==> config.mk <==
export PLATFORM = sky130hd
export DESIGN_NAME = mantissa_seq_mult
export DESIGN_NICKNAME = d
export VERILOG_FILES = /design/src/rtl/mantissa_seq_mult.sv
export SDC_FILE = /design/constraint.sdc
export NUM_CORES = 1
export LEC_CHECK = 0
export ABC_AREA = 1
export BUFFER_PORTS_ARGS = -buffer_cell sky130_fd_sc_hd__buf_2
export CORE_MARGIN = 5
export CORE_UTILIZATION = 45
export CTS_CLUSTER_SIZE = 24
export DETAILED_ROUTE_END_ITERATION = 7
export REMOVE_ABC_BUFFERS = 1
export SYNTH_ARGS = -nofsm -noshare
export SYNTH_HDL_FRONTEND = slang
export SYNTH_SLANG_ARGS = --single-unit
==> constraint.sdc <==
create_clock -name clk -period 3.3 [get_ports clk]
set_clock_uncertainty 0.1 [all_clocks]
set_input_delay 0.495 -clock clk [delete_from_list [all_inputs] [get_ports clk]]
set_output_delay 0.495 -clock clk [all_outputs]
set_load 0.005 [all_outputs]
==> src/rtl/mantissa_seq_mult.sv <==
// Sequential shift-add significand multiplier: one multiplier bit per cycle,
// producing the full 2*MW-bit unsigned product for the FP normalize stage.
module mantissa_seq_mult #(
  parameter int MW = 24,
  parameter int CW = 5
) (
  input  logic              clk,
  input  logic              rst_n,
  input  logic              in_valid,
  output logic              in_ready,
  input  logic [MW-2:0]     mant_a,
  input  logic [MW-2:0]     mant_b,
  input  logic              hid_a,
  input  logic              hid_b,
  output logic              out_valid,
  input  logic              out_ready,
  output logic [2*MW-1:0]   prdt,
  output logic              norm_hint
);

  typedef enum logic [1:0] {
    ST_IDLE = 2'd0,
    ST_BUSY = 2'd1,
    ST_DONE = 2'd2
  } state_e;

  state_e            state_q;
  logic [MW-1:0]     mcand_q;
  logic [MW-1:0]     mplr_q;
  logic [MW-1:0]     acc_hi_q;
  logic [MW-1:0]     acc_lo_q;
  logic [CW-1:0]     count_q;
  logic [2*MW-1:0]   prdt_q;
  logic              norm_hint_q;

  logic [MW-1:0]     op_a;
  logic [MW-1:0]     op_b;
  logic              op_zero;
  logic [MW:0]       sum_d;
  logic              last_step;

  assign op_a    = {hid_a, mant_a};
  assign op_b    = {hid_b, mant_b};
  assign op_zero = (op_a == '0) || (op_b == '0);

  // Partial sum keeps the carry so the top product bit is never lost.
  assign sum_d     = {1'b0, acc_hi_q} + (mplr_q[0] ? {1'b0, mcand_q} : {(MW+1){1'b0}});
  assign last_step = (count_q == CW'(MW - 1));

  assign in_ready  = (state_q == ST_IDLE);
  assign out_valid = (state_q == ST_DONE);
  assign prdt      = prdt_q;
  assign norm_hint = norm_hint_q;

  // NOTE: all state uses non-blocking assignments so every register samples
  // pre-edge values; the datapath registers are reset too so an aborted
  // operation leaves nothing behind.
  always_ff @(posedge clk or negedge rst_n) begin
    if (!rst_n) begin
      state_q     <= ST_IDLE;
      mcand_q     <= '0;
      mplr_q      <= '0;
      acc_hi_q    <= '0;
      acc_lo_q    <= '0;
      count_q     <= '0;
      prdt_q      <= '0;
      norm_hint_q <= 1'b0;
    end else begin
      case (state_q)
        ST_IDLE: begin
          if (in_valid) begin
            mcand_q  <= op_a;
            mplr_q   <= op_b;
            acc_hi_q <= '0;
            acc_lo_q <= '0;
            count_q  <= '0;
            if (op_zero) begin
              prdt_q      <= '0;
              norm_hint_q <= 1'b0;
              state_q     <= ST_DONE;
            end else begin
              state_q <= ST_BUSY;
            end
          end
        end

        ST_BUSY: begin
          // Shift {sum, acc_lo} right by one: low sum bit enters acc_lo.
          acc_hi_q <= sum_d[MW:1];
          acc_lo_q <= {sum_d[0], acc_lo_q[MW-1:1]};
          mplr_q   <= mplr_q >> 1;
          count_q  <= count_q + CW'(1);
          if (last_step) begin
            prdt_q      <= {sum_d, acc_lo_q[MW-1:1]};
            norm_hint_q <= sum_d[MW];
            state_q     <= ST_DONE;
          end
        end

        ST_DONE: begin
          if (out_ready) begin
            state_q <= ST_IDLE;
          end
        end

        default: state_q <= ST_IDLE;
      endcase
    end
  end

endmodule
==> flow_summary.json, run 1 <==
{
  "status": "finished, final reports clean",
  "reg2regPathDepth": 12,
  "hold_viol": 0,
  "clk_latency_ns": 0.43,
  "yosys.cell_types.count": 32,
  "worstMarginPinSlew_ns": 0.9202,
  "port_buffers": 102,
  "syn_to_final_growth_pct": 17.05,
  "yosysTopAreaCellShare_pct": 47.62,
  "grt_max_degree": 71,
  "netlist_area_um2": 7883,
  "nNetsFinal": 1188,
  "layout_setup_ws_ns": 0.5961,
  "ys_seq_area_share_pct": 47.62,
  "vias": 6756,
  "cts_buffers": 17,
  "path_buf_inv": 2,
  "grt_pass1_wl_um": 33260,
  "period_minus_slack_ns": 2.704,
  "root_buffer": "clkbuf_16",
  "crit_arrival_ns": 2.95,
  "fin_cells": 1349,
  "p_per_area_nw_per_um2": 1041,
  "reg2reg_from": "mplr_q[0]",
  "cts_resized": 0,
  "synth_edf_count": 0,
  "path_clk_slew_ns": 0.07,
  "gr-total-overflow": 0,
  "die_w_um": 142.4,
  "synth-async-reset-ratio_pct": 100.0,
  "crit_required_ns": 3.55,
  "crit_path_end_kind": "flop",
  "timing.fmax_ghz": 0.3698,
  "cts_tree": "yes",
  "cp_common_cell": "nand2_1",
  "cts_hold_buf": 1,
  "ir_worst_vdd_uv": 754.6,
  "synth.area.top_cells": "dfrtp_1 48%, nand2_1 16%, inv_1 6.5%, nand3_1 5.6%, ha_1 4.0%",
  "reg2reg_to": "prdt[35]",
  "grt_antenna_before_repair": 4,
  "synth_seq_cells": 150,
  "worst_setup_path_start_kind": "flop",
  "pre_cts_slack_ns": 0.6265,
  "cp_top_family": "compound AO/OA/AOI/OAI gates",
  "crit_slowest_cell": "o21ai_0",
  "viasPerCell": 5.008,
  "num-fill-cells": 1655,
  "leakage_nw": 5.049,
  "final_max_slew_viol_count": 0,
  "slew_headroom_pct": 38.57,
  "htreeDepth": 4,
  "dpl.hpwl_um": 14030,
  "cp_max_fo": 9,
  "avgSynthCellArea_um2": 7.751,
  "synth_common_cells": "345 x nand2_1, 150 x dfrtp_1, 136 x inv_1",
  "crit_chain": "nand2_1 > inv_1 > ha_1 > inv_1 > fa_1 > o21ai_0 > nand2_1 > nand2_1 > nand2_1 > nand3b_1 > nand3_1 > o21ai_0",
  "wire_per_inst_um": 14.59,
  "dpl.cell_count": 1315,
  "num_rows": 48,
  "final-setup-viol-count": 0,
  "fp.dieH_um": 142.4,
  "synth_ff_type": "dfrtp_1",
  "clk_path_buf_depth": 2,
  "grtUsageTotal_pct": 20.45,
  "routed_wl_um": 19680,
  "post-route-drc-count": 0,
  "ant_nets": 0,
  "fin_crit_sh_pct": 81.94,
  "drive_above_1_share_pct": 15.49,
  "gp_congestion": 0.9039,
  "synth_most_common_cell": "nand2_1",
  "cts_sinks": 150,
  "start_util_pct": 45.73,
  "synth_top_cell_by_area": "dfrtp_1",
  "hold_depth": 2,
  "yosysWarnings": 0,
  "rsz0062_at_grt": "false",
  "hp-class": "primary input to flop",
  "worstSetupPathType": "flop to flop",
  "tns_ns": 0,
  "hold_start": "mant_a[10]",
  "cts_setup_buffers": 0,
  "syn-instance-count": 1017,
  "critPathMaxStageDelay_ns": 0.52,
  "fp.dieArea_um2": 20260,
  "ios": 103,
  "firstDrtPassIters": 5,
  "worstHoldEndpoint": "mcand_q[10]",
  "core_area_um2": 17240,
  "maxCapViolCount": 0,
  "grt_pass1_vias": 6621,
  "ff2ff_setup_slack_ns": 0.60,
  "drt_iter0_drc": 385
}
## layout make-up
class | count | area [um^2] | area share [%]
Multi-Input combinational cell | 688 | 3417 | 37.04
Clock buffer | 18 | 439.2 | 4.760
Sequential cell | 150 | 3754 | 40.68
Clock inverter | 14 | 180.2 | 1.953
Timing Repair Buffer | 113 | 626.9 | 6.794
Inverter | 140 | 525.5 | 5.696
Tap cell | 225 | 281.5 | 3.051
Antenna cell | 1 | 2.502 | 0.02712
## worst max-delay path by stage
stage / from / end / slack [ns] / cells after the start
2_1_floorplan: state_q[1] / count_q[1] / 0.28 / 5
3_3_place_gp: mplr_q[0] / prdt[35] / 0.69 / 12
3_5_place_dp: mplr_q[0] / prdt[35] / 0.63 / 12
4_1_cts: mplr_q[0] / prdt[35] / 0.59 / 12
5_1_grt: mplr_q[0] / prdt[35] / 0.33 / 12
6_report: mplr_q[0] / prdt[35] / 0.60 / 12
## sequential cells by signal, indices dropped and copies added (netlist names)
signal	flops
acc_hi_q	24
acc_lo_q	23
count_q	5
mcand_q	24
mplr_q	24
prdt	48
state_q	2
## placed cells by master, fill, tap and decap left out, types with 3 or more instances in the layout
cell type and n:
inv_8 5, buf_4 8, mux2_2 20, nand2_1 345, o22ai_1 22, o31ai_1 25, o21ai_1 6, o21ai_0 30
nand4_1 16, inv_6 3, buf_2 101, dfrtp_1 150, a21oi_1 26, inv_1 136, clkbuf_16 17, ha_1 25
nand3b_1 6, nand3_1 88, inv_2 4, nor2_1 63
## per-layer routing
layer  vias to the layer above  share of wire [%]  global-route usage, %
met5                         -               0.15                      0
met4                         6                1.3                  5.253
met3                        20                4.6                  4.973
met2                       134                 47                  32.75
met1                      3137                 47                  28.13
li1                       3459                  -                      -
## power by group
group	switching, mW	internal [mW]	total [mW]
logic	2.85	1.55	4.40
registers	0.467	2.69	3.16
clock network	0.871	1.17	2.04
## metrics by stage
stage          hold slack, ns  total power [mW]  util [%]  instance area, um^2
2_1_floorplan         0.09941             6.126         -                 7696
3_3_place_gp           0.3591             7.554     49.86                 8594
3_5_place_dp           0.3607             7.624     49.86                 8594
4_1_cts                0.1979             9.705     53.51                 9224
5_1_grt                0.2012             10.52     53.53                 9226
6_report               0.2163             9.603     53.53                 9226
## kinds of logic after synthesis
| kind of cell | after synthesis | synth area share (%) |
|---|---|---|
| fa+ha+maj | 26 | 4.222 |
| mux | 21 | 2.984 |
| simple gates | 528 | 27.68 |
| flops | 150 | 47.62 |
| buf+inv | 179 | 9.032 |
| compound gates | 113 | 8.460 |
Note: power is estimated with default switching activity, not from simulation.
==> run 2, diff against run 1 <==
--- a/config.mk
+++ b/config.mk
@@ -5,12 +5,13 @@
 export SDC_FILE = /design/constraint.sdc
 export NUM_CORES = 1
 export LEC_CHECK = 0
-export ABC_AREA = 1
+export ABC_AREA = 0
 export BUFFER_PORTS_ARGS = -buffer_cell sky130_fd_sc_hd__buf_2
 export CORE_MARGIN = 5
 export CORE_UTILIZATION = 45
 export CTS_CLUSTER_SIZE = 24
 export DETAILED_ROUTE_END_ITERATION = 7
+export PLACE_DENSITY = 0.68
 export REMOVE_ABC_BUFFERS = 1
 export SYNTH_ARGS = -nofsm -noshare
 export SYNTH_HDL_FRONTEND = slang
==> constraint.sdc (replaced) <==
create_clock -name clk -period 2.28 [get_ports clk]
set_clock_uncertainty 0.1 [all_clocks]
set_input_delay 0.342 -clock clk [delete_from_list [all_inputs] [get_ports clk]]
set_output_delay 0.342 -clock clk [all_outputs]
set_load 0.005 [all_outputs]
==> flow_summary.json, run 2 <==
{
  "p_switching_mw": 5.396,
  "slew_headroom_pct": 59.67,
  "synth-async-reset-ratio_pct": 100.0,
  "p_int_mw": 8.512,
  "cts_tree": "yes",
  "synth_common_cells": "299 x nand2_1, 150 x dfrtp_1, 49 x o21ai_0",
  "fin_area_um2": 9349,
  "worst_setup_path_start_kind": "flop",
  "synth.area.top_cells": "dfrtp_1 52%, nand2_1 16%, ha_1 4.4%, o21ai_0 3.4%, a22oi_1 2.4%",
  "grt_antenna_before_repair": 0,
  "leakage_nw": 4.633,
  "timing.fmax_ghz": 0.3997,
  "reg2regPathDepth": 12,
  "power.total_mw": 13.91,
  "vias": 6131,
  "synth_edf_count": 0,
  "ant_nets": 0,
  "status": "complete, but fails checks",
  "viasPerCell": 5.152,
  "drive_above_1_share_pct": 26.80,
  "num-fill-cells": 1416,
  "clk_path_buf_depth": 2,
  "p_per_area_nw_per_um2": 1488,
  "final-setup-viol-count": 30,
  "cts_sinks": 150,
  "grt_pass1_wl_um": 30500,
  "synth_ff_type": "dfrtp_1",
  "grtUsageTotal_pct": 20.87,
  "final_common_cell": "nand2_1",
  "layout_setup_ws_ns": -0.2221,
  "avgSynthCellArea_um2": 8.922,
  "power.share.clock_pct": 20.4,
  "yosysTopAreaCellShare_pct": 52.33,
  "grt_max_degree": 54,
  "gr-total-overflow": 0,
  "worstMarginPinSlew_ns": 0.6049,
  "largest_register_ff_count": 48,
  "htreeDepth": 4,
  "crit_path_end_kind": "flop",
  "crit_required_ns": 2.50,
  "synth_most_common_cell": "nand2_1",
  "core_area_um2": 15770,
  "synth_top_cell_by_area": "dfrtp_1",
  "firstDrtPassIters": 4,
  "num_antenna_cells": 0,
  "seq_power_share_pct": 33.0,
  "hold_viol": 0,
  "root_buffer": "clkbuf_16",
  "synth_seq_cells": 150,
  "gp_congestion": 0.8771,
  "dpl_cell_area_um2": 8396,
  "post-route-drc-count": 0,
  "port_buffers": 102,
  "ys_seq_area_share_pct": 52.33,
  "fp.dieH_um": 136.3,
  "final_max_slew_viol_count": 0,
  "start_util_pct": 45.49,
  "hp-class": "primary input to flop",
  "fin_crit_sh_pct": 109.7,
  "syn_to_final_growth_pct": 30.33,
  "crit_arrival_ns": 2.72,
  "cts_buffers": 17,
  "clk_latency_ns": 0.43,
  "hold_depth": 3,
  "nNetsFinal": 1039,
  "switching_share_pct": 38.80,
  "dpl.hpwl_um": 12610,
  "netlist_area_um2": 7173,
  "yosysWarnings": 0,
  "num_rows": 46,
  "path_clk_slew_ns": 0.06,
  "routed_wl_um": 18190,
  "fp.dieArea_um2": 18570,
  "maxCapViolCount": 0,
  "p_comb_share_pct": 46.6,
  "yosys.cell_types.count": 52,
  "grt_pass1_vias": 6100,
  "worstSetupPathType": "flop to flop",
  "die_w_um": 136.3,
  "ir_worst_vdd_uv": 641.1,
  "syn-instance-count": 804,
  "mostFrequentLayoutCells": "297 x nand2_1, 150 x dfrtp_1, 101 x buf_2",
  "rsz0062_at_grt": "true",
  "drt_iter0_drc": 366,
  "ios": 103,
  "wire_per_inst_um": 15.28,
  "violations": "setup timing",
  "cp_max_fo": 24,
  "period_minus_slack_ns": 2.502
}
-- run 2: final timing paths --
check	slack, ns	from	to
worst max-delay path	-0.22	mplr_q[0]	acc_hi_q[22]
worst min-delay path	0.02	mant_a[15]	mcand_q[15]
worst max register to register	-0.22	mplr_q[0]	acc_hi_q[22]
worst min register to register	0.37	mcand_q[23]	mcand_q[23]
max in group asynchronous	1.17	rst_n	prdt[3]
min in group asynchronous	0.29	rst_n	mplr_q[13]
-- run 2: critical path: stages, from the launching register on --
cell      delay (ns)
dfrtp_1         0.40
buf_8           0.17
nand2_2         0.08
inv_1           0.05
ha_1            0.27
a21o_1          0.13
nand4_1         0.18
a21oi_4         0.26
o21ai_2         0.09
nand2b_1        0.15
buf_4           0.14
o211ai_1        0.09
a211o_1         0.27
-- run 2: layer usage --
metal / routed length [um] / share of wire (%) / up-vias / GRT usage, %
li1: - / - / 3045 / -
met1: 8515 / 47 / 2922 / 28.13
met2: 8492 / 47 / 143 / 33.38
met3: 933 / 5.1 / 21 / 5.440
met4: 248 / 1.4 / 0 / 6.047
met5: 0 / 0 / - / 0
-- run 2: cell type report --
cell class / count / area (um^2) / share of cell area, %
timing repair buffer: 180 / 1190 / 12.73
clock inverter: 15 / 172.7 / 1.847
clock buffer: 17 / 425.4 / 4.550
tap: 216 / 270.3 / 2.891
multi-input combinational: 604 / 3507 / 37.51
sequential: 150 / 3754 / 40.15
inverter: 8 / 30.03 / 0.3212
-- run 2: through the flow --
stage,TNS [ns],hold slack (ns),util [%],std cells,setup slack [ns]
6_report,-3.517,0.01562,59.28,1190,-0.2221
5_1_grt,-9.146,0.01023,59.28,1190,-0.3527
4_1_cts,-3.514,0.005869,58.95,1189,-0.1819
3_5_place_dp,-10.59,0.1827,53.24,1152,-0.3634
3_3_place_gp,-9.879,0.1830,53.24,1152,-0.3484
2_1_floorplan,-235.42,-0.05359,-,762,-2.960
-- run 2: logic make-up (layout without fill, tap and decap cells) --
logic type | after synthesis | after routing | share of synthesized area [%]
AOI/OAI and AO/OA | 163 | 163 | 13.78
buffers and inverters | 50 | 220 | 3.174
and+or+nand+nor | 392 | 392 | 23.20
xor gates and xnor gates | 20 | 20 | 2.442
adders and majority gates | 26 | 26 | 4.640
muxes | 3 | 3 | 0.4361
DFF | 150 | 150 | 52.33
-- run 2: what timing repair did --
item	in CTS	in global routing
gates resized for setup	52	13
cloned	0	0
endpoints found under the hold margin	36	0
pin swaps	15	9
buffers inserted	3	1
hold buffers	2	0
setup endpoints to repair	35	41
-- run 2: power groups by stage --
stage	registers (mW)	clock network, mW	logic [mW]
finish	4.59	2.84	6.48
global route	4.73	3.03	7.28
CTS	4.60	2.90	6.37
detailed placement	4.58	0	5.88
global placement	4.56	0	5.76
floorplan	4.47	0	3.50
==> run 3, diff against run 2 <==
--- a/config.mk
+++ b/config.mk
@@ -11,6 +11,7 @@
 export CORE_UTILIZATION = 45
 export CTS_CLUSTER_SIZE = 24
 export DETAILED_ROUTE_END_ITERATION = 7
+export GPL_TIMING_DRIVEN = 0
 export PLACE_DENSITY = 0.68
 export REMOVE_ABC_BUFFERS = 1
 export SYNTH_ARGS = -nofsm -noshare
==> flow_summary.json, run 3 (synthesis results as in run 2) <==
{
  "grt_most_used_layer": "met2",
  "violations": "setup timing",
  "maxCapViolCount": 0,
  "final-setup-viol-count": 33,
  "grtUsageTotal_pct": 20.64,
  "tns_ns": -5.661,
  "ant_nets": 0,
  "rsz0062_at_grt": "true",
  "crit_path_end_kind": "flop",
  "layout_setup_ws_ns": -0.3089,
  "firstDrtPassIters": 5,
  "mostFrequentLayoutCells": "293 x nand2_1, 149 x dfrtp_1, 101 x buf_2",
  "timing.fmax_ghz": 0.3863,
  "dpl_cell_area_um2": 7909,
  "status": "complete, but fails checks",
  "routed_wl_um": 18780,
  "cts_sinks": 150,
  "clk_latency_ns": 0.43,
  "core_area_um2": 15770,
  "largest_register_ff_count": 48,
  "grt_antenna_before_repair": 1,
  "gp_congestion": 0.8916,
  "cts_tree": "yes",
  "p_per_area_nw_per_um2": 1519,
  "vias": 6101,
  "path_clk_slew_ns": 0.06,
  "power.total_mw": 14.10,
  "clk_path_buf_depth": 2,
  "crit_arrival_ns": 2.77,
  "die_w_um": 136.3,
  "port_buffers": 102,
  "grt_pass1_vias": 5898,
  "syn_to_final_growth_pct": 29.36,
  "leakage_nw": 4.437,
  "worst_setup_path_start_kind": "flop",
  "cp_max_fo": 6,
  "grt_use_met1_pct": 28.71,
  "ios": 103,
  "fin_area_um2": 9279,
  "use_met2_pct": 31.76,
  "drive_above_1_share_pct": 26.74,
  "worstMarginPinSlew_ns": 1.020,
  "use_met3_pct": 4.848,
  "slew_headroom_pct": 32.03,
  "wire_per_inst_um": 16.51,
  "reg2regPathDepth": 10,
  "hp-class": "primary input to flop",
  "crit_required_ns": 2.46,
  "nNetsFinal": 985,
  "hold_viol": 0,
  "htreeDepth": 4,
  "viasPerCell": 5.366,
  "gr-total-overflow": 0,
  "post-route-drc-count": 0,
  "hold_depth": 2,
  "final_max_slew_viol_count": 0,
  "num_rows": 46,
  "worstSetupPathType": "flop to flop",
  "root_buffer": "clkbuf_16",
  "start_util_pct": 45.49,
  "fp.dieH_um": 136.3,
  "final_common_cell": "nand2_1",
  "dpl.hpwl_um": 11530,
  "drt_iter0_drc": 453,
  "fp.dieArea_um2": 18570,
  "period_minus_slack_ns": 2.589,
  "holdWs_ns": 0.01826,
  "ir_worst_vdd_uv": 712.6,
  "grt_max_degree": 100,
  "grt_pass1_wl_um": 30270,
  "utilization_pct": 58.84,
  "fin_crit_sh_pct": 113.5,
  "cts_buffers": 17
}
-- run 3: cell count changes in the layout (fill, tap and decap cells not counted), moves of 4 or more --
cell and change:
buf_4 -58, ha_4 +9, ha_1 -8, a21oi_1 -7
o21ai_0 -6, and2_4 +5, a21oi_4 +4, and2_1 -4
buf_6 +4, nand2_1 -4, nand2_2 +4
-- run 3: layout make-up --
cell class                      instances  area, um^2
Timing Repair Buffer                  124       797.0
Multi-Input combinational cell        606        3806
Clock inverter                         14       176.4
Tap cell                              216       270.3
Sequential cell                       150        3757
Inverter                                8       30.03
Clock buffer                           18       439.2
Antenna cell                            1       2.502
Fill cell                            1373        6491
-- run 3: final timing paths --
| check | from | endpoint | slack [ns] |
|---|---|---|---|
| hold / removal | out_ready | state_q[1] | 0.02 |
| setup / recovery | mplr_q[0] | acc_hi_q[20] | -0.31 |
| setup reg to reg | mplr_q[0] | acc_hi_q[20] | -0.31 |
| min in group asynchronous | rst_n | mplr_q[9] | 0.33 |
| max in group asynchronous | rst_n | prdt[5] | 0.88 |
| hold reg to reg | mcand_q[4] | mcand_q[4] | 0.37 |
-- run 3: repair_timing --
item                                    4_1_cts  5_1_grt
pin swaps                                    43       20
setup buffers                                15        1
endpoints found under the hold margin        51        0
endpoints found under the setup margin       82       98
gates resized for setup                     103       28
gates cloned                                  1        1
hold buffers                                  1        0
-- run 3: routing by layer --
layer | part of all wire (%) | up-vias
li1 | - | 2958
met5 | 0.037 | -
met1 | 45 | 2913
met2 | 46 | 191
met4 | 2.2 | 2
met3 | 6.4 | 37
-- run 3: power breakdown --
group	switching [mW]	leakage (nW)	total, mW	internal (mW)
Sequential	0.719	1.78	4.60	3.88
Combinational	3.69	2.37	6.59	2.90
Clock	1.15	0.285	2.91	1.76
Total	5.55	4.44	14.1	8.54
-- run 3: stage by stage --
step / setup WS (ns) / std cells
after floorplan: -2.960 / 762
after global placement: -7.705 / 1080
after detailed placement: -1.097 / 1085
after CTS: -0.2865 / 1134
after global routing: -0.4156 / 1136
final: -0.3089 / 1137
-- run 3: critical path: stages (launching register included) --
cell and delay, ns:
dfrtp_4 0.52, buf_4 0.16, and2_4 0.14, ha_4 0.24
a21o_1 0.22, a31oi_4 0.20, nand3_2 0.12, o21ai_2 0.24
o32ai_2 0.11, xnor2_1 0.30, o21ai_1 0.09
